File: config.mk
export PLATFORM = sky130hd
export DESIGN_NAME = axis_rx_len_filter
export DESIGN_NICKNAME = d
export VERILOG_FILES = /design/src/rtl/lbus_axi_pkg.sv /design/src/rtl/axis_skid_buf.sv /design/src/rtl/axis_rx_len_filter.sv
export SDC_FILE = /design/constraint.sdc
export NUM_CORES = 1
export LEC_CHECK = 0
export CAP_MARGIN = 15
export CORE_MARGIN = 1
export CORE_UTILIZATION = 30
export CTS_CLUSTER_SIZE = 10
export DETAILED_ROUTE_END_ITERATION = 6
export GPL_TIMING_DRIVEN = 0
export REMOVE_ABC_BUFFERS = 1
export SLEW_MARGIN = 20
export SYNTH_ARGS = -nofsm -noshare
export SYNTH_HDL_FRONTEND = slang
export SYNTH_SLANG_ARGS = --single-unit
export TNS_END_PERCENT = 20
File: constraint.sdc
create_clock -name sys_clk -period 7.3 [get_ports sys_clk]
set_clock_uncertainty 0.1 [all_clocks]
set_input_delay 2.19 -clock sys_clk [delete_from_list [all_inputs] [get_ports sys_clk]]
set_output_delay 2.19 -clock sys_clk [all_outputs]
set_load 0.03 [all_outputs]
File: src/rtl/lbus_axi_pkg.sv
// lbus_axi_pkg: packet-filter FSM state encoding and tkeep byte-count helper.
package lbus_axi_pkg;
  typedef enum logic [1:0] {IDLE, ACTIVE, DISCARD} state_t;
  function automatic logic [6:0] popcount(input logic [63:0] v);
    logic [6:0] c;
    c = '0;
    for (int i = 0; i < 64; i++) c = c + 7'(v[i]);
    return c;
  endfunction
endpackage

File: src/rtl/axis_skid_buf.sv
// axis_skid_buf: 2-entry registered buffer, full throughput, accepts unless both entries hold data.
module axis_skid_buf #(
  parameter int W = 8
) (
  input  logic         sys_clk,
  input  logic         sys_reset,
  input  logic         in_valid,
  input  logic [W-1:0] in_data,
  output logic         full,
  output logic         out_valid,
  input  logic         out_ready,
  output logic [W-1:0] out_data
);
  logic [W-1:0] mem [2];
  logic wp, rp, push, pop;
  logic [1:0] cnt;
  assign full = cnt[1];
  assign out_valid = cnt != 2'd0;
  assign out_data = mem[rp];
  assign push = in_valid && !full;
  assign pop = out_valid && out_ready;
  always_ff @(posedge sys_clk or posedge sys_reset)
    if (sys_reset) begin
      mem <= '{default: '0};
      wp <= 1'b0;
      rp <= 1'b0;
      cnt <= 2'd0;
    end else begin
      if (push) mem[wp] <= in_data;
      wp <= wp ^ push;
      rp <= rp ^ pop;
      cnt <= cnt + 2'(push) - 2'(pop);
    end
endmodule

File: src/rtl/axis_rx_len_filter.sv
// axis_rx_len_filter: marks runts, truncates oversize packets and reports packet length on tlast.
// Optional packet/runt/truncation counters via AXIS_RX_LEN_STATS_EN.
module axis_rx_len_filter
  import lbus_axi_pkg::*;
#(
  parameter int TDATA_BYTES   = 8,
  parameter int MAX_PKT_BYTES = 9600,
  parameter int MIN_PKT_BYTES = 64,
  parameter int LEN_WIDTH     = 16
) (
  input  logic                     sys_clk,
  input  logic                     sys_reset,
  input  logic                     s_axis_tvalid,
  output logic                     s_axis_tready,
  input  logic [8*TDATA_BYTES-1:0] s_axis_tdata,
  input  logic [TDATA_BYTES-1:0]   s_axis_tkeep,
  input  logic                     s_axis_tlast,
  output logic                     m_axis_tvalid,
  input  logic                     m_axis_tready,
  output logic [8*TDATA_BYTES-1:0] m_axis_tdata,
  output logic [TDATA_BYTES-1:0]   m_axis_tkeep,
  output logic                     m_axis_tlast,
  output logic                     m_axis_tuser,
  output logic [LEN_WIDTH-1:0]     m_pkt_len
`ifdef AXIS_RX_LEN_STATS_EN
  ,
  output logic [31:0]              stat_pkts,
  output logic [31:0]              stat_runts,
  output logic [31:0]              stat_trunc
`endif
);
  localparam int W = 8*TDATA_BYTES + TDATA_BYTES + 2 + LEN_WIDTH;
  localparam logic [LEN_WIDTH-1:0] MAX_L = LEN_WIDTH'(MAX_PKT_BYTES);
  localparam logic [LEN_WIDTH-1:0] MIN_L = LEN_WIDTH'(MIN_PKT_BYTES);
  state_t state, state_n;
  logic [LEN_WIDTH-1:0] cur_len, cur_len_n, run_len;
  logic [LEN_WIDTH:0] sum;
  logic en, full, acc, push, exceeds, o_last, o_user;
  always_comb begin
    sum = {1'b0, cur_len} + (LEN_WIDTH+1)'(popcount(64'(s_axis_tkeep)));
    run_len = sum[LEN_WIDTH] ? {LEN_WIDTH{1'b1}} : sum[LEN_WIDTH-1:0];
    exceeds = run_len > MAX_L;
    s_axis_tready = en && (state == DISCARD || !full);
    acc = s_axis_tvalid && s_axis_tready;
    push = acc && state != DISCARD;
    o_last = s_axis_tlast || exceeds;
    o_user = exceeds || (s_axis_tlast && run_len < MIN_L);
    state_n = !acc ? state : s_axis_tlast ? IDLE : (state == DISCARD || exceeds) ? DISCARD : ACTIVE;
    cur_len_n = !acc ? cur_len : (state == DISCARD || o_last) ? '0 : run_len;
  end
  // en holds tready low until the first clock edge after reset releases
  always_ff @(posedge sys_clk or posedge sys_reset)
    if (sys_reset) begin
      en <= 1'b0;
      state <= IDLE;
      cur_len <= '0;
    end else begin
      en <= 1'b1;
      state <= state_n;
      cur_len <= cur_len_n;
    end
  axis_skid_buf #(.W(W)) u_skid (
    .sys_clk  (sys_clk),
    .sys_reset(sys_reset),
    .in_valid (push),
    .in_data  ({s_axis_tdata, s_axis_tkeep, o_last, o_user, o_last ? run_len : {LEN_WIDTH{1'b0}}}),
    .full     (full),
    .out_valid(m_axis_tvalid),
    .out_ready(m_axis_tready),
    .out_data ({m_axis_tdata, m_axis_tkeep, m_axis_tlast, m_axis_tuser, m_pkt_len})
  );
`ifdef AXIS_RX_LEN_STATS_EN
  logic fin;
  assign fin = m_axis_tvalid && m_axis_tready && m_axis_tlast;
  always_ff @(posedge sys_clk or posedge sys_reset)
    if (sys_reset) begin
      stat_pkts <= '0;
      stat_runts <= '0;
      stat_trunc <= '0;
    end else if (fin) begin
      stat_pkts <= stat_pkts + 32'd1;
      stat_runts <= stat_runts + 32'(m_axis_tuser && m_pkt_len < MIN_L);
      stat_trunc <= stat_trunc + 32'(m_axis_tuser && m_pkt_len >= MIN_L);
    end
`endif
endmodule

==> results list <==
* Result of the run: finished, final reports clean
* Area growth from synthesis to layout: 32.30%
- Clock latency on the worst-skew pair: 0.52 ns
- The Yosys step of the flow raised 0 warnings.
- The share of synthesized area in the top cell type comes to 0.5287.
- By count the netlist is led by mux2_2, dfrtp_1, nand2_1, inv_1, clkbuf_1.
* Number of non-filler instances in the completed layout: 1332
* Library cell used as clock root buffer: clkbuf_16
- Final hold analysis gives a worst-case slack of 0.3897 ns.
* Number of inserted filler cells in the final layout: 2959
- Broken down by cell family, the worst path's largest delay share belongs to adder cells.
- In the final routed layout, each cell accounts on average for 16.34 um.
- Dividing the detail-routed via count by the number of cells gives about 4.8.
- Remaining Overflow, GRT: 0
- The die covers around 33000 sq um.
- Path category of the worst min-delay check: reg -> reg
- The critical path goes through clkdlybuf4s50_1 -> fa_1 -> inv_1 -> fa_1 -> fa_1 -> fa_1 -> inv_1 -> fa_1 -> a211oi_4 -> nor4_4 -> and2b_4 -> or3_4 -> nor3_4 -> nand4_2 -> a31oi_4 -> buf_12 -> o22ai_1.
* Worst Setup End Kind: flip-flop
* Top flip-flop cell by instance count after synthesis: dfrtp_1
* Final setup violation count: 0
- Pins over their slew limit: 0
* Largest net degree at the start of global routing: 81
- Relative slew slack: 0.5373
- For this design the ratio of total power to cell area is between 400 and 500 nW/um^2.
- Total area of multi-input combinational cells: 4230 sq um
- Of the synthesized area, sequential elements account for 0.5287.
* Fmax: 142.8 MHz
- Post-synthesis sequential element count: 203
- CTS built an H-tree with a depth of 1.
* Number of global-route vias before repair: 6710
- Period minus WS final: 7.003 ns
* RSZ-0062 raised after global routing: no
- After detailed placement, the design holds a cell count of 1290.
- At the end of routability-driven placement, the weighted congestion stood at 0.8486.
- For this run, asynchronously set or reset flops after synthesis account for 1.000.
* Number of antenna violations at the first check in global routing: 0
* Height of the die: between 150 and 200 um
- Post-detailed-route DRC marker count: 0
- STA classifies the critical path startpoint as a primary input.
- Layout net count: 1010
- With fillers left out, the area of the finished cells amounts to about 13000 sq um.
- Horizontal die dimension: 181.0 um
- Synthesized area per cell: 12.73 sq um
* Clock tree from TritonCTS: built
- The setup path with the least slack is of type in -> reg.
* Worst Tran Pin Value: 0.6924 ns
- CTS sink count: 203
- The synthesized netlist contains between 50 and 60 unique library cells.
- Number of search-and-repair iterations in the first detailed-routing pass: 4
- Input and output buffers added on the ports amount to 168.
* Starting density of the core: 0.3045
- Delay contributed by the slowest stage of the critical path: approximately 0.55 ns
* Clock buffer depth: 3
* Gate count after technology mapping: 755
* WP data arrival: 7.27 ns
* Routed Wire Length: roughly 22 mm
- Sorting the synthesized cells by area gives the leading types as dfrtp_1, mux2_2, nand2_1.
* Ports placed on the boundary: 169
- Max-cap violations in this run came to 0.
* Total core area: 31560 sq um
- Area leader, netlist: dfrtp_1
- Worst VDD drop: 0.3019 mV
- The cell that appears most often on the critical path is fa_1.
* Crit path buf inv count: 4
- Power comes to 5.973 mW.
* Number of enable-type register cells in the synthesized netlist: 0
- Count of vias placed by the detailed router: roughly 6400
- Count leader, synth: mux2_2
* Final Hold Violating Endpoints: 0
* Num CTS Buffers: 26
* Wire length of the first global-routing pass: 36.05 mm
* ANT nets after route: 0
- In the global route stage, overall resource usage came out at 0.1342.
- Final antenna diode count: 0
* Fraction of final layout cells with drive strength greater than 1: 0.3258
- Largest fanout on the critical path: 15
- Once detailed placement completed, the half-perimeter wirelength came to 14.48 mm.
- Setup total negative slack on the finished layout was measured at 0 ns.
- Register cell area after layout: between 5000 and 6000 sq um
* Area post-placement: around 12000 sq um
- Ratio of final minimum period to clock period: 0.9593
- Synth Cell Area: a little under 10000 sq um
- Required time at the endpoint of the critical path: 7.56 ns
* Number of standard-cell rows in the floorplan: 65
- In this run, the number of DRC markers left after iteration 0 of detailed routing was 208.
* Total leakage power: 5.229 nW
* Cell with the largest stage delay on the worst path: fa_1
- After clock tree synthesis, the clock-pin slew on the worst setup and hold paths is 0.06 ns.
sequential cells by signal, summed over array words and instances (netlist names):
signal	cells
state	2
en	1
u_skid.rp	1
cur_len	16
u_skid.cnt	2
u_skid.wp	1
u_skid.mem	180
per-stage QoR:
| stage | setup WS (ns) | utilization |
|---|---|---|
| 6_report | 0.2973 | 0.4028 |
| 5_1_grt | 0.03074 | 0.4028 |
| 4_1_cts | 0.06574 | 0.4012 |
| 3_5_place_dp | -0.5501 | 0.3750 |
| 3_3_place_gp | -3.607 | 0.3678 |
| 2_1_floorplan | -0.5291 | - |
cell families (layout without fill, tap and decap cells):
| logic type | after synthesis | after routing | share of synthesized area |
|---|---|---|---|
| AOI/OAI and AO/OA | 95 | 95 | 0.06993 |
| buffers and inverters | 84 | 259 | 0.03542 |
| adders and majority gates | 15 | 15 | 0.02344 |
| and+or+nand+nor | 116 | 116 | 0.06173 |
| muxes | 232 | 232 | 0.2714 |
| xor gates and xnor gates | 9 | 9 | 0.008986 |
| other | 1 | 1 | 0.0003903 |
| DFF | 203 | 203 | 0.5287 |
final timing paths:
path | startpoint | endpoint | slack, ns | depth (start not counted)
max | s_axis_tkeep[0] | u_skid.mem[97] | 0.30 | 17
min | cur_len[0] | cur_len[0] | 0.39 | 2
max reg2reg | cur_len[0] | u_skid.mem[97] | 2.62 | 15
min reg2reg | cur_len[0] | cur_len[0] | 0.39 | 2
max in group asynchronous | sys_reset | u_skid.mem[150] | 4.37 | 3
min in group asynchronous | sys_reset | u_skid.mem[143] | 1.99 | 2
timing repair:
action,in CTS,in global routing
cloned,0,0
gates resized for setup,1,2
endpoints found under the setup margin,5,41
buffers inserted,0,2
pin swaps,0,3
hold buffers,0,0
cell type report:
cell class | count | area share
repair buffers | 178 | 0.1504
well taps | 402 | 0.03957
inverters | 41 | 0.01270
clock buffers | 37 | 0.05926
multi-input cells | 468 | 0.3328
clock inverters | 3 | 0.005316
flip-flops and latches | 203 | 0.3999
power breakdown:
| part | switching, mW | total [mW] | internal, mW | leakage, nW |
|---|---|---|---|---|
| Sequential | 0.234 | 1.85 | 1.61 | 2.51 |
| Combinational | 1.47 | 2.89 | 1.42 | 2.32 |
| Clock | 0.467 | 1.24 | 0.774 | 0.397 |
cells in the final DEF (no fill, tap or decap), types with 8 or more instances in the layout:
cell and instances:
clkbuf_16 27, ha_1 8, inv_1 40, a21oi_1 8, dfrtp_1 202, o22ai_1 22, o21ai_0 30, o21ai_2 10
mux2_2 228, nand3_1 11, nor2_1 22, clkdlybuf4s50_1 168, nand2_1 43
routing by layer:
| layer | global-route usage | vias to the layer above | part of all wire |
|---|---|---|---|
| met3 | 0.04858 | 32 | 0.083 |
| met2 | 0.2170 | 170 | 0.46 |
| li1 | - | 2986 | - |
| met1 | 0.1688 | 3165 | 0.43 |
| met4 | 0.03661 | 0 | 0.027 |
| met5 | 0 | - | 0 |
tightest hold or removal path, cell delays in order, from the launching register on:
cell	delay, ns
dfrtp_1	0.35
nand2_1	0.06
o21ai_2	0.05
Note: power is estimated with default switching activity, not from simulation.
